[config.mk]
export PLATFORM = sky130hd
export DESIGN_NAME = tlul_sram_adapter_flat
export DESIGN_NICKNAME = d
export VERILOG_FILES = /design/src/rtl/tlul_sram_pkg.sv /design/src/rtl/tlul_sram_adapter_if.sv /design/src/rtl/tlul_rsp_fifo.sv /design/src/rtl/tlul_sram_adapter.sv /design/src/flat_wrapper.sv
export SDC_FILE = /design/constraint.sdc
export NUM_CORES = 1
export LEC_CHECK = 0
export CAP_MARGIN = 20
export CELL_PAD_IN_SITES_DETAIL_PLACEMENT = 0
export CELL_PAD_IN_SITES_GLOBAL_PLACEMENT = 1
export CORE_MARGIN = 2
export CORE_UTILIZATION = 37
export CTS_CLUSTER_DIAMETER = 100
export DETAILED_ROUTE_END_ITERATION = 8
export PLACE_DENSITY = 0.83
export SETUP_SLACK_MARGIN = 0.05
export SLEW_MARGIN = 40
export SYNTH_ARGS = -nofsm -noshare
export SYNTH_HDL_FRONTEND = slang
export SYNTH_SLANG_ARGS = --single-unit
[constraint.sdc]
create_clock -name clk_i -period 4.9 [get_ports clk_i]
set_input_delay 0.98 -clock clk_i [delete_from_list [all_inputs] [get_ports clk_i]]
set_output_delay 0.98 -clock clk_i [all_outputs]
set_load 0.01 [all_outputs]
[src/rtl/tlul_sram_pkg.sv]
// tlul_sram_pkg: shared opcodes, response entry type and lane-mask helper for the TL-UL SRAM adapter
package tlul_sram_pkg;
    localparam logic [2:0] A_PUT_FULL    = 3'd0;
    localparam logic [2:0] A_PUT_PARTIAL = 3'd1;
    localparam logic [2:0] A_GET         = 3'd4;
    localparam logic [2:0] D_ACK         = 3'd0;
    localparam logic [2:0] D_ACK_DATA    = 3'd1;

    typedef struct packed {
        logic [2:0]  opcode;
        logic [1:0]  size;
        logic [7:0]  source;
        logic [31:0] data;
        logic        error;
    } rsp_t;

    // Byte lanes covered by an access of 2**size bytes starting at addr_lo.
    function automatic logic [3:0] lane_mask(input logic [1:0] size, input logic [1:0] addr_lo);
        return size == 2'd0 ? 4'b0001 << addr_lo : size == 2'd1 ? 4'b0011 << addr_lo : 4'b1111;
    endfunction
endpackage

[src/rtl/tlul_sram_adapter_if.sv]
// tlul_sram_adapter_if: TL-UL A/D channel bundle; master = host side, slave = device side
interface tlul_sram_adapter_if;
    logic        a_valid;
    logic        a_ready;
    logic [2:0]  a_opcode;
    logic [1:0]  a_size;
    logic [7:0]  a_source;
    logic [31:0] a_address;
    logic [3:0]  a_mask;
    logic [31:0] a_data;
    logic        d_valid;
    logic        d_ready;
    logic [2:0]  d_opcode;
    logic [1:0]  d_size;
    logic [7:0]  d_source;
    logic [31:0] d_data;
    logic        d_error;

    modport master (
        output a_valid, a_opcode, a_size, a_source, a_address, a_mask, a_data, d_ready,
        input  a_ready, d_valid, d_opcode, d_size, d_source, d_data, d_error
    );
    modport slave (
        input  a_valid, a_opcode, a_size, a_source, a_address, a_mask, a_data, d_ready,
        output a_ready, d_valid, d_opcode, d_size, d_source, d_data, d_error
    );
endinterface

[src/rtl/tlul_rsp_fifo.sv]
// tlul_rsp_fifo: synchronous FIFO of response entries
//   push_i/wdata_i enqueue, pop_i dequeues, rdata_o is the head,
//   count_o/empty_o/full_o report occupancy; pushes when full and pops when empty are ignored
module tlul_rsp_fifo
    import tlul_sram_pkg::*;
#(
    parameter int Depth = 3
) (
    input  logic                         clk_i,
    input  logic                         rst_ni,
    input  logic                         push_i,
    input  rsp_t                         wdata_i,
    input  logic                         pop_i,
    output rsp_t                         rdata_o,
    output logic [$clog2(Depth+1)-1:0]   count_o,
    output logic                         empty_o,
    output logic                         full_o
);
    localparam int PW = $clog2(Depth);
    localparam int CW = $clog2(Depth + 1);

    rsp_t          mem_q [Depth];
    logic [PW-1:0] wr_q, wr_d, rd_q, rd_d;
    logic [CW-1:0] count_q, count_d;
    logic          do_push, do_pop;

    assign empty_o = count_q == '0;
    assign full_o  = count_q == CW'(Depth);
    assign count_o = count_q;
    assign rdata_o = mem_q[rd_q];
    assign do_push = push_i && !full_o;
    assign do_pop  = pop_i && !empty_o;

    always_comb begin
        wr_d    = do_push ? (wr_q == PW'(Depth - 1) ? '0 : wr_q + PW'(1)) : wr_q;
        rd_d    = do_pop ? (rd_q == PW'(Depth - 1) ? '0 : rd_q + PW'(1)) : rd_q;
        count_d = count_q + CW'(do_push) - CW'(do_pop);
    end

    always_ff @(posedge clk_i or negedge rst_ni) begin
        if (!rst_ni) begin
            wr_q    <= '0;
            rd_q    <= '0;
            count_q <= '0;
        end else begin
            wr_q    <= wr_d;
            rd_q    <= rd_d;
            count_q <= count_d;
        end
    end

    always_ff @(posedge clk_i) begin
        if (do_push) mem_q[wr_q] <= wdata_i;
    end
endmodule

[src/rtl/tlul_sram_adapter.sv]
// tlul_sram_adapter: TL-UL device adapter in front of a 1-cycle registered-read word SRAM
//   clk_i/rst_ni: clock shared with the SRAM, async active-low reset
//   tl: A-channel requests in, D-channel responses out (slave side)
//   mem_*: SRAM chip enable, byte write mask, write data, word address, read data (valid one cycle after enable)
module tlul_sram_adapter
    import tlul_sram_pkg::*;
#(
    parameter int AddrWidth = 12,
    parameter int RspDepth  = 3
) (
    input  logic                 clk_i,
    input  logic                 rst_ni,
    tlul_sram_adapter_if.slave   tl,
    output logic                 mem_en_o,
    output logic [3:0]           mem_we_o,
    output logic [31:0]          mem_wdata_o,
    output logic [AddrWidth-1:0] mem_addr_o,
    input  logic [31:0]          mem_rdata_i
);
    logic [3:0]                    lanes;
    logic                          misaligned, req_err, accept, pop;
    logic                          pending_q;
    rsp_t                          req_q, push_rsp, head;
    logic [$clog2(RspDepth+1)-1:0] fifo_count;
    logic                          fifo_empty, fifo_full;
    logic                          unused_sig;

    assign lanes      = lane_mask(tl.a_size, tl.a_address[1:0]);
    assign misaligned = (tl.a_size == 2'd1 && tl.a_address[0]) || (tl.a_size == 2'd2 && |tl.a_address[1:0]);
    assign req_err    = !(tl.a_opcode inside {A_PUT_FULL, A_PUT_PARTIAL, A_GET}) || tl.a_size == 2'd3 || misaligned
                        || (tl.a_opcode == A_PUT_FULL && tl.a_mask != lanes) || |(tl.a_mask & ~lanes);

    // Credits count both queued responses and the read still in the SRAM, so the FIFO can never overflow.
    assign tl.a_ready = int'(fifo_count) + int'(pending_q) < RspDepth;
    assign accept     = tl.a_valid && tl.a_ready;

    assign mem_en_o    = accept && !req_err;
    assign mem_we_o    = mem_en_o && tl.a_opcode != A_GET ? tl.a_mask : 4'h0;
    assign mem_wdata_o = tl.a_data;
    assign mem_addr_o  = tl.a_address[AddrWidth+1:2];

    always_ff @(posedge clk_i or negedge rst_ni) begin
        if (!rst_ni) begin
            pending_q <= 1'b0;
            req_q     <= '0;
        end else begin
            pending_q <= accept;
            if (accept) req_q <= '{opcode: tl.a_opcode == A_GET ? D_ACK_DATA : D_ACK, size: tl.a_size,
                                   source: tl.a_source, data: 32'h0, error: req_err};
        end
    end

    // Only a successful Get carries SRAM data; everything else answers with zero.
    always_comb begin
        push_rsp      = req_q;
        push_rsp.data = req_q.opcode == D_ACK_DATA && !req_q.error ? mem_rdata_i : 32'h0;
    end

    tlul_rsp_fifo #(.Depth(RspDepth)) u_rsp_fifo (
        .clk_i   (clk_i),
        .rst_ni  (rst_ni),
        .push_i  (pending_q),
        .wdata_i (push_rsp),
        .pop_i   (pop),
        .rdata_o (head),
        .count_o (fifo_count),
        .empty_o (fifo_empty),
        .full_o  (fifo_full)
    );

    assign pop         = tl.d_valid && tl.d_ready;
    assign tl.d_valid  = !fifo_empty;
    assign tl.d_opcode = head.opcode;
    assign tl.d_size   = head.size;
    assign tl.d_source = head.source;
    assign tl.d_data   = head.data;
    assign tl.d_error  = head.error;

    assign unused_sig = ^{tl.a_address[31:AddrWidth+2], fifo_full};
endmodule

[src/flat_wrapper.sv]
// flat-port wrapper written by rule: the top's interface ports become plain ports
module tlul_sram_adapter_flat import tlul_sram_pkg::*;
#(
    parameter int AddrWidth = 12,
    parameter int RspDepth  = 3
)
  (clk_i, rst_ni, mem_en_o, mem_we_o, mem_wdata_o, mem_addr_o, mem_rdata_i, tl_a_valid, tl_a_opcode, tl_a_size, tl_a_source, tl_a_address, tl_a_mask, tl_a_data, tl_d_ready, tl_a_ready, tl_d_valid, tl_d_opcode, tl_d_size, tl_d_source, tl_d_data, tl_d_error);
  tlul_sram_adapter_if tl_i ();
  input  logic clk_i;
  input  logic rst_ni;
  output logic mem_en_o;
  output logic [3:0] mem_we_o;
  output logic [31:0] mem_wdata_o;
  output logic [AddrWidth-1:0] mem_addr_o;
  input  logic [31:0] mem_rdata_i;
  input wire logic [$bits(tl_i.a_valid)-1:0] tl_a_valid;
  input wire logic [$bits(tl_i.a_opcode)-1:0] tl_a_opcode;
  input wire logic [$bits(tl_i.a_size)-1:0] tl_a_size;
  input wire logic [$bits(tl_i.a_source)-1:0] tl_a_source;
  input wire logic [$bits(tl_i.a_address)-1:0] tl_a_address;
  input wire logic [$bits(tl_i.a_mask)-1:0] tl_a_mask;
  input wire logic [$bits(tl_i.a_data)-1:0] tl_a_data;
  input wire logic [$bits(tl_i.d_ready)-1:0] tl_d_ready;
  output wire logic [$bits(tl_i.a_ready)-1:0] tl_a_ready;
  output wire logic [$bits(tl_i.d_valid)-1:0] tl_d_valid;
  output wire logic [$bits(tl_i.d_opcode)-1:0] tl_d_opcode;
  output wire logic [$bits(tl_i.d_size)-1:0] tl_d_size;
  output wire logic [$bits(tl_i.d_source)-1:0] tl_d_source;
  output wire logic [$bits(tl_i.d_data)-1:0] tl_d_data;
  output wire logic [$bits(tl_i.d_error)-1:0] tl_d_error;
  assign tl_i.a_valid = tl_a_valid;
  assign tl_i.a_opcode = tl_a_opcode;
  assign tl_i.a_size = tl_a_size;
  assign tl_i.a_source = tl_a_source;
  assign tl_i.a_address = tl_a_address;
  assign tl_i.a_mask = tl_a_mask;
  assign tl_i.a_data = tl_a_data;
  assign tl_i.d_ready = tl_d_ready;
  assign tl_a_ready = tl_i.a_ready;
  assign tl_d_valid = tl_i.d_valid;
  assign tl_d_opcode = tl_i.d_opcode;
  assign tl_d_size = tl_i.d_size;
  assign tl_d_source = tl_i.d_source;
  assign tl_d_data = tl_i.d_data;
  assign tl_d_error = tl_i.d_error;
  tlul_sram_adapter #(.AddrWidth(AddrWidth), .RspDepth(RspDepth)) u_core (.clk_i(clk_i), .rst_ni(rst_ni), .tl(tl_i), .mem_en_o(mem_en_o), .mem_we_o(mem_we_o), .mem_wdata_o(mem_wdata_o), .mem_addr_o(mem_addr_o), .mem_rdata_i(mem_rdata_i));
endmodule
=== Yosys cells after proc, flatten, opt, wreduce, memory -nomap -nowiden ===
Memories as Yosys holds them, arrays and structs flattened.
Index checks and enable logic that the tools add are counted.

* Logic and storage cells: 65
* Register bits after elaboration: 21
* Bits in writable memories: 138
* Input bits: 117
* Output and inout bits: 97
* Latch bits: 0
* ROM bits: 0
* Memories kept: 1

{| class="wikitable"
|+ Memory list
! name !! depth !! bits a word !! rd ports !! clocked after memory_dff !! write ports !! RTL line !! RTL
|-
| u_core.u_rsp_fifo.mem_q || 3 || 46 || 1 || 0 || 1 || tlul_rsp_fifo.sv:22 || <nowiki>rsp_t mem_q [Depth];</nowiki>
|}

* $add $sub $neg: 5
* Equality and inequality tests: 11
* Muxes and demuxes: 9
* Bitwise logic cells: 2
* Shift-type cells: 2
* Reduce and logical (&&, ||, !) cells: 26
* $lt $le $gt $ge: 1
* Div/mod/pow operators: 0
* Multiply operators: 0

{| class="wikitable"
|+ Operators by type and width
! kind !! count
|-
| less-than comparator 32 x 3 -> 1 bit, second input constant || 1
|-
| 2-to-1 mux 32 bit || 1
|-
| 2-to-1 mux 4 bit || 3
|-
| == test 2 bit, second input constant || 5
|-
| logical AND 1 bit || 10
|-
| == test 3 x 1 -> 1 bit, second input constant || 2
|-
| logical NOT 1 bit || 5
|-
| logical OR 1 bit || 5
|-
| adder 2 x 1 -> 2 bit, second input constant || 2
|-
| bitwise AND 4 bit || 1
|-
| logical NOT 2 bit || 2
|-
| 2-to-1 mux 2 bit || 2
|-
| != test 4 bit || 1
|-
| NOT 4 bit || 1
|-
| OR reduction 4 bit || 1
|-
| left shift 1 x 2 -> 4 bit, first input constant || 1
|-
| left shift 2 x 2 -> 4 bit, first input constant || 1
|-
| adder 2 x 1 -> 3 bit || 1
|-
| == test 3 bit, second input constant || 1
|-
| logical NOT 3 bit || 1
|-
| 2-to-1 mux 1 bit || 3
|-
| != test 3 bit, second input constant || 1
|-
| nonzero test 3 bit || 1
|-
| adder 2 x 1 -> 2 bit || 1
|-
| 3 further kinds || 3
|}

=== Longest topological paths before layout ===
* Depth after elaboration: 11
* Depth in mapped cells: 10
* Mapped depth without buffers: 10

=== Hierarchy ===
A second synthesis with hierarchy kept.

* Cell total of the unflattened synthesis: 475
* Area total of the unflattened synthesis: 6812.8 um^2

{| class="wikitable"
|+ Modules (own cells, without submodules)
! module !! times used !! area an instance (um^2) !! sequential area each (um^2) !! cells each
|-
| tlul_rsp_fifo || 1 || 5446.5 || 4294.1 || 321
|-
| tlul_sram_adapter || 1 || 1366.3 || 325.3 || 154
|}

=== Worst setup path after synthesis ===
OpenSTA, ideal clock, no wires.

* Kind: register -> register
* Start point: reg u_core.u_rsp_fifo.count_q[1], in the netlist u_core.u_rsp_fifo.count_o[1]
* End point: mem u_core.u_rsp_fifo.mem_q[1][0] (netlist bit) (enable)
* Cell stages (with the launch flop): 4
* Clock period less this slack: 4414 ps
* Data arrival time: 3902 ps
* Path slack: 486 ps
* Buffers on the path: 0
* Path through: dfrtp_1 nand2_1 nand2_1 nor3b_1

* Cells in the longest elaborated chain, start to end: 5

{| class="wikitable"
|+ RTL lines
! element !! RTL line !! RTL
|-
| from (decl) || tlul_rsp_fifo.sv:24 || <nowiki>logic [CW-1:0] count_q, count_d;</nowiki>
|-
| from (signal assigned) || tlul_rsp_fifo.sv:48 || <nowiki>count_q <= count_d;</nowiki>
|-
| == test 2 bit || tlul_rsp_fifo.sv:28 || <nowiki>assign full_o = count_q == CW'(Depth);</nowiki>
|-
| logical NOT 1 bit || tlul_rsp_fifo.sv:31 || <nowiki>assign do_push = push_i && !full_o;</nowiki>
|-
| logical AND 1 bit || tlul_rsp_fifo.sv:31 ||
|-
| 2-to-1 mux 1 bit || tlul_rsp_fifo.sv:53 || <nowiki>if (do_push) mem_q[wr_q] <= wdata_i;</nowiki>
|-
| 2-to-1 mux 1 bit (implied by the code) || tlul_rsp_fifo.sv:53 ||
|-
| to (decl) || tlul_rsp_fifo.sv:22 ||
|}

No other way between the ends.

=== Final worst setup path ===
* Start point: in tl_a_size[1]
* End point: out mem_we_o[1]

* Cells in the longest elaborated chain, start to end: 11

{| class="wikitable"
|+ RTL lines
! element !! RTL line !! RTL
|-
| from (decl) || flat_wrapper.sv:18 || <nowiki>input wire logic [$bits(tl_i.a_size)-1:0] tl_a_size;</nowiki>
|-
| == test 2 x 1 -> 1 bit || tlul_sram_pkg.sv:19, tlul_sram_adapter.sv:29 ||
|-
| 2-to-1 mux 4 bit (2 in a row) || tlul_sram_pkg.sv:19 || <nowiki>return size == 2'd0 ? 4'b0001 << addr_lo : size == 2'd1 ? 4'b0011 << addr_lo : 4'b1111;</nowiki>
|-
| != test 4 bit / NOT 4 bit (equally long branches) || tlul_sram_adapter.sv:31 || <nowiki>|| (tl.a_opcode == A_PUT_FULL && tl.a_mask != lanes) || |(tl.a_mask & ~lanes);</nowiki>
|-
| logical AND 1 bit / bitwise AND 4 bit (equally long branches) || tlul_sram_adapter.sv:31 ||
|-
| logical OR 1 bit / OR reduction 4 bit (equally long branches) || tlul_sram_adapter.sv:31 ||
|-
| logical OR 1 bit * || tlul_sram_adapter.sv:31 ||
|-
| logical NOT 1 bit * || tlul_sram_adapter.sv:37 || <nowiki>assign mem_en_o = accept && !req_err;</nowiki>
|-
| logical AND 1 bit * || tlul_sram_adapter.sv:37 ||
|-
| logical AND 1 bit * || tlul_sram_adapter.sv:38 || <nowiki>assign mem_we_o = mem_en_o && tl.a_opcode != A_GET ? tl.a_mask : 4'h0;</nowiki>
|-
| 2-to-1 mux 4 bit * || tlul_sram_adapter.sv:38 ||
|-
| to (decl) || flat_wrapper.sv:12 || <nowiki>output logic [3:0] mem_we_o;</nowiki>
|}

Mark *: on every way between the ends. The rest lies on a longest branch, timed or not.

==> impl_metrics.tcl <==
set metrics [dict create \
    grt_max_degree 81 \
    htreeDepth 4 \
    synth-main-ff-cell "edfxtp_1" \
    endpoint_kind "output port" \
    netlist_area_mm2 0.006495 \
    r2r-start "u_core.u_rsp_fifo.count_o[0]" \
    async_flop_share 0.1258 \
    netlist_top_cells_area "edfxtp_1 (61%), dfrtp_1 (7.3%), mux2i_1 (6.8%)" \
    crit_start "tl_a_size[1]" \
    die_h_um 136.5 \
    cts_buffer_depth 2 \
    ir_worst_vdd_v 0.0003021 \
    skew_ns 0.005591 \
    ys_types 31 \
    regToRegSetupSlack_ns 2.70 \
    syn2layout_area_growth_pct 26.55 \
    dieArea_mm2 0.01863 \
    min_from "u_core.push_rsp[40]" \
    drc 0 \
    post-route-util 0.4768 \
    synth-seq-cells 151 \
    ios 214 \
    place_inst 730 \
    cts_hold_buf 0 \
    rsz0062_at_grt "false" \
    yosysTopAreaCell "edfxtp_1" \
    antenna_found_initial 0 \
    dp_hpwl_mm 7.444 \
    maxSlewHeadroom 0.4917 \
    syn_avg_cell_area_um2 14.15 \
    required_ns 3.92 \
    synth_edf_count 132 \
    gp_congestion 0.8036 \
    holdPathEnd "u_core.u_rsp_fifo.mem_q[2][40]" \
    insertion_delay_ns 0.42 \
    detail_route.wirelength_mm 12.32 \
    rows 48 \
    chipWidth_um 136.5 \
    crit_arrival_ns 3.61 \
    track_usage 0.1376 \
    yosysSeqAreaShare 0.6835 \
    finalHoldViolations 0 \
    layout_worst_path_cycle_share 0.9359 \
    final_cells 764 \
    routed_via_density 4.758 \
    drtIter0Drc 153 \
    worst_hold_path_type "flop to flop" \
    rr_endpoint "u_core.push_rsp[41]" \
    slew_violations 0 \
    setup_tns_ns 0 \
    synth_cells 459 \
    worst_pin_slew_ns 0.7625 \
    cts_tree "built" \
    hold-path-cell-count 0 \
    grt_pass1_wl_mm 19.00 \
    cellPowerDensity_mw_per_mm2 605.2 \
    clock-sinks 151 \
    drt.antenna.violating_nets 0 \
    initial_utilization 0.3768 \
    place_worst_setup_slack_ns 0.07378 \
    fmax_mhz 218.0 \
    synth.most_common_cell "edfxtp_1" \
    diodes 0 \
    drive_above_1_share 0.1132 \
    core_mm2 0.01724 \
    maxCapViolations 0 \
    worstSetupStartpointType "input pin" \
    p_leak_nw 3.076 \
    portBuffers 105 \
    setup_slack_ns 0.3139 \
    r2r_cells 5 \
    cts-root-buf "clkbuf_16" \
    clk_pin_slew_ns 0.06 \
    ys_warn_count 0 \
    grt_pass1_vias 3727 \
    layout.nets 656 \
    synth_common_cells "edfxtp_1 (132), nand2_1 (55), buf_4 (46), o21ai_0 (46), mux2i_1 (44)" \
    grt-ovfl-total 0 \
    numCtsBuffers 17 \
    vias 3635 \
    min_period_ns 4.586 \
    synth_top_area_frac 0.6103 \
    setup_viol 0 \
    dr.pass1.iters 4 \
    crit_type "input pin to output port" \
    wl_per_cell_um 16.13 \
    hold_slack_ns 0.4901 \
    cp_max_fo 8 \
    outcome "finished clean" \
]
## cell type report
| cell class | instances | area (um2) |
|---|---|---|
| clock buffers | 19 | 442.9 |
| clock inverters | 13 | 274.0 |
| fillers | 1433 | 9017 |
| inverters | 5 | 18.77 |
| multi-input cells | 237 | 1622 |
| flip-flops and latches | 151 | 4444 |
| well taps | 225 | 281.5 |
| repair buffers | 114 | 1136 |
## report_power, final
group	internal, mW	switching (mW)
registers	1.75	0.241
clock network	1.07	0.495
logic	0.748	0.669
## kinds of logic (layout without fill, tap and decap cells)
family          Yosys count  in the layout  share of synthesized area
compound gates           57             57                    0.04700
xor+xnor                  2              2                   0.002697
fa+ha+maj                13             13                    0.02504
buf+inv                  72            151                    0.07012
flops                   151            151                     0.6835
mux                      54             54                    0.08515
other cells               1              2                  0.0005774
simple gates            109            109                    0.08592
## repair_timing
action / 4_1_cts / 5_1_grt
setup buffers: 0 / 2
resized for setup: 0 / 6
endpoints found under the setup margin: 0 / 4
## registers in the layout (all words and copies together), names as in the netlist
register,cells
u_core.pending_q,1
u_core.push_rsp,12
u_core.u_rsp_fifo.mem_q,132
u_core.u_rsp_fifo.count_o,2
u_core.u_rsp_fifo.rd_q,2
u_core.u_rsp_fifo.wr_q,2
## per-stage QoR
step	area [um2]	power, mW
CTS	8194	5.040
floorplan	6499	2.745
finish	8219	4.974
global placement	7480	3.424
global route	8219	5.240
detailed placement	7477	3.469
## worst max-delay path: stages
cell	delay, ns
clkdlybuf4s50_1	0.62
a211oi_1	0.11
ha_1	0.22
or4_4	0.52
nor4_4	0.40
and3_1	0.22
clkdlybuf4s50_1	0.53
## metal layers
layer / track usage / vias up / wire length (um)
li1: - / 1733 / -
met1: 0.1578 / 1778 / 5224
met2: 0.2325 / 100 / 6206
met3: 0.04889 / 24 / 682
met4: 0.05903 / 0 / 210
met5: 0 / - / 0
## cells in the final DEF (no fill, tap or decap), types with 2 or more instances in the layout
cell,netlist,layout
bufinv_16,0,8
and2_1,32,32
conb_1,1,2
inv_2,0,2
ha_1,13,13
a21o_1,3,3
edfxtp_1,132,132
clkinv_2,0,2
clkbuf_16,0,17
nor2b_1,4,3
xnor2_1,2,2
o21ai_0,46,46
dlymetal6s2s_1,0,4
buf_4,46,8
a21oi_1,3,3
a211oi_1,4,4
clkinvlp_4,0,2
nand2_1,55,55
mux2i_1,44,44
and3_1,4,4
mux2_2,9,9
nor3b_2,0,2
clkdlybuf4s50_1,0,100
inv_1,5,3
nor2_1,4,4
dfrtp_1,19,17
## worst max-delay path by stage
stage                                     to  slack (ns)  depth (start not counted)
6_report                         mem_we_o[1]        0.31                          7
5_1_grt                          mem_we_o[1]        0.17                          7
4_1_cts                          mem_we_o[3]        0.05                         10
3_5_place_dp                     mem_we_o[3]        0.07                         10
3_3_place_gp                     mem_we_o[3]        0.13                          9
2_1_floorplan  u_core.u_rsp_fifo.mem_q[1][0]        0.49                          3
Note: power is estimated with default switching activity, not from simulation.
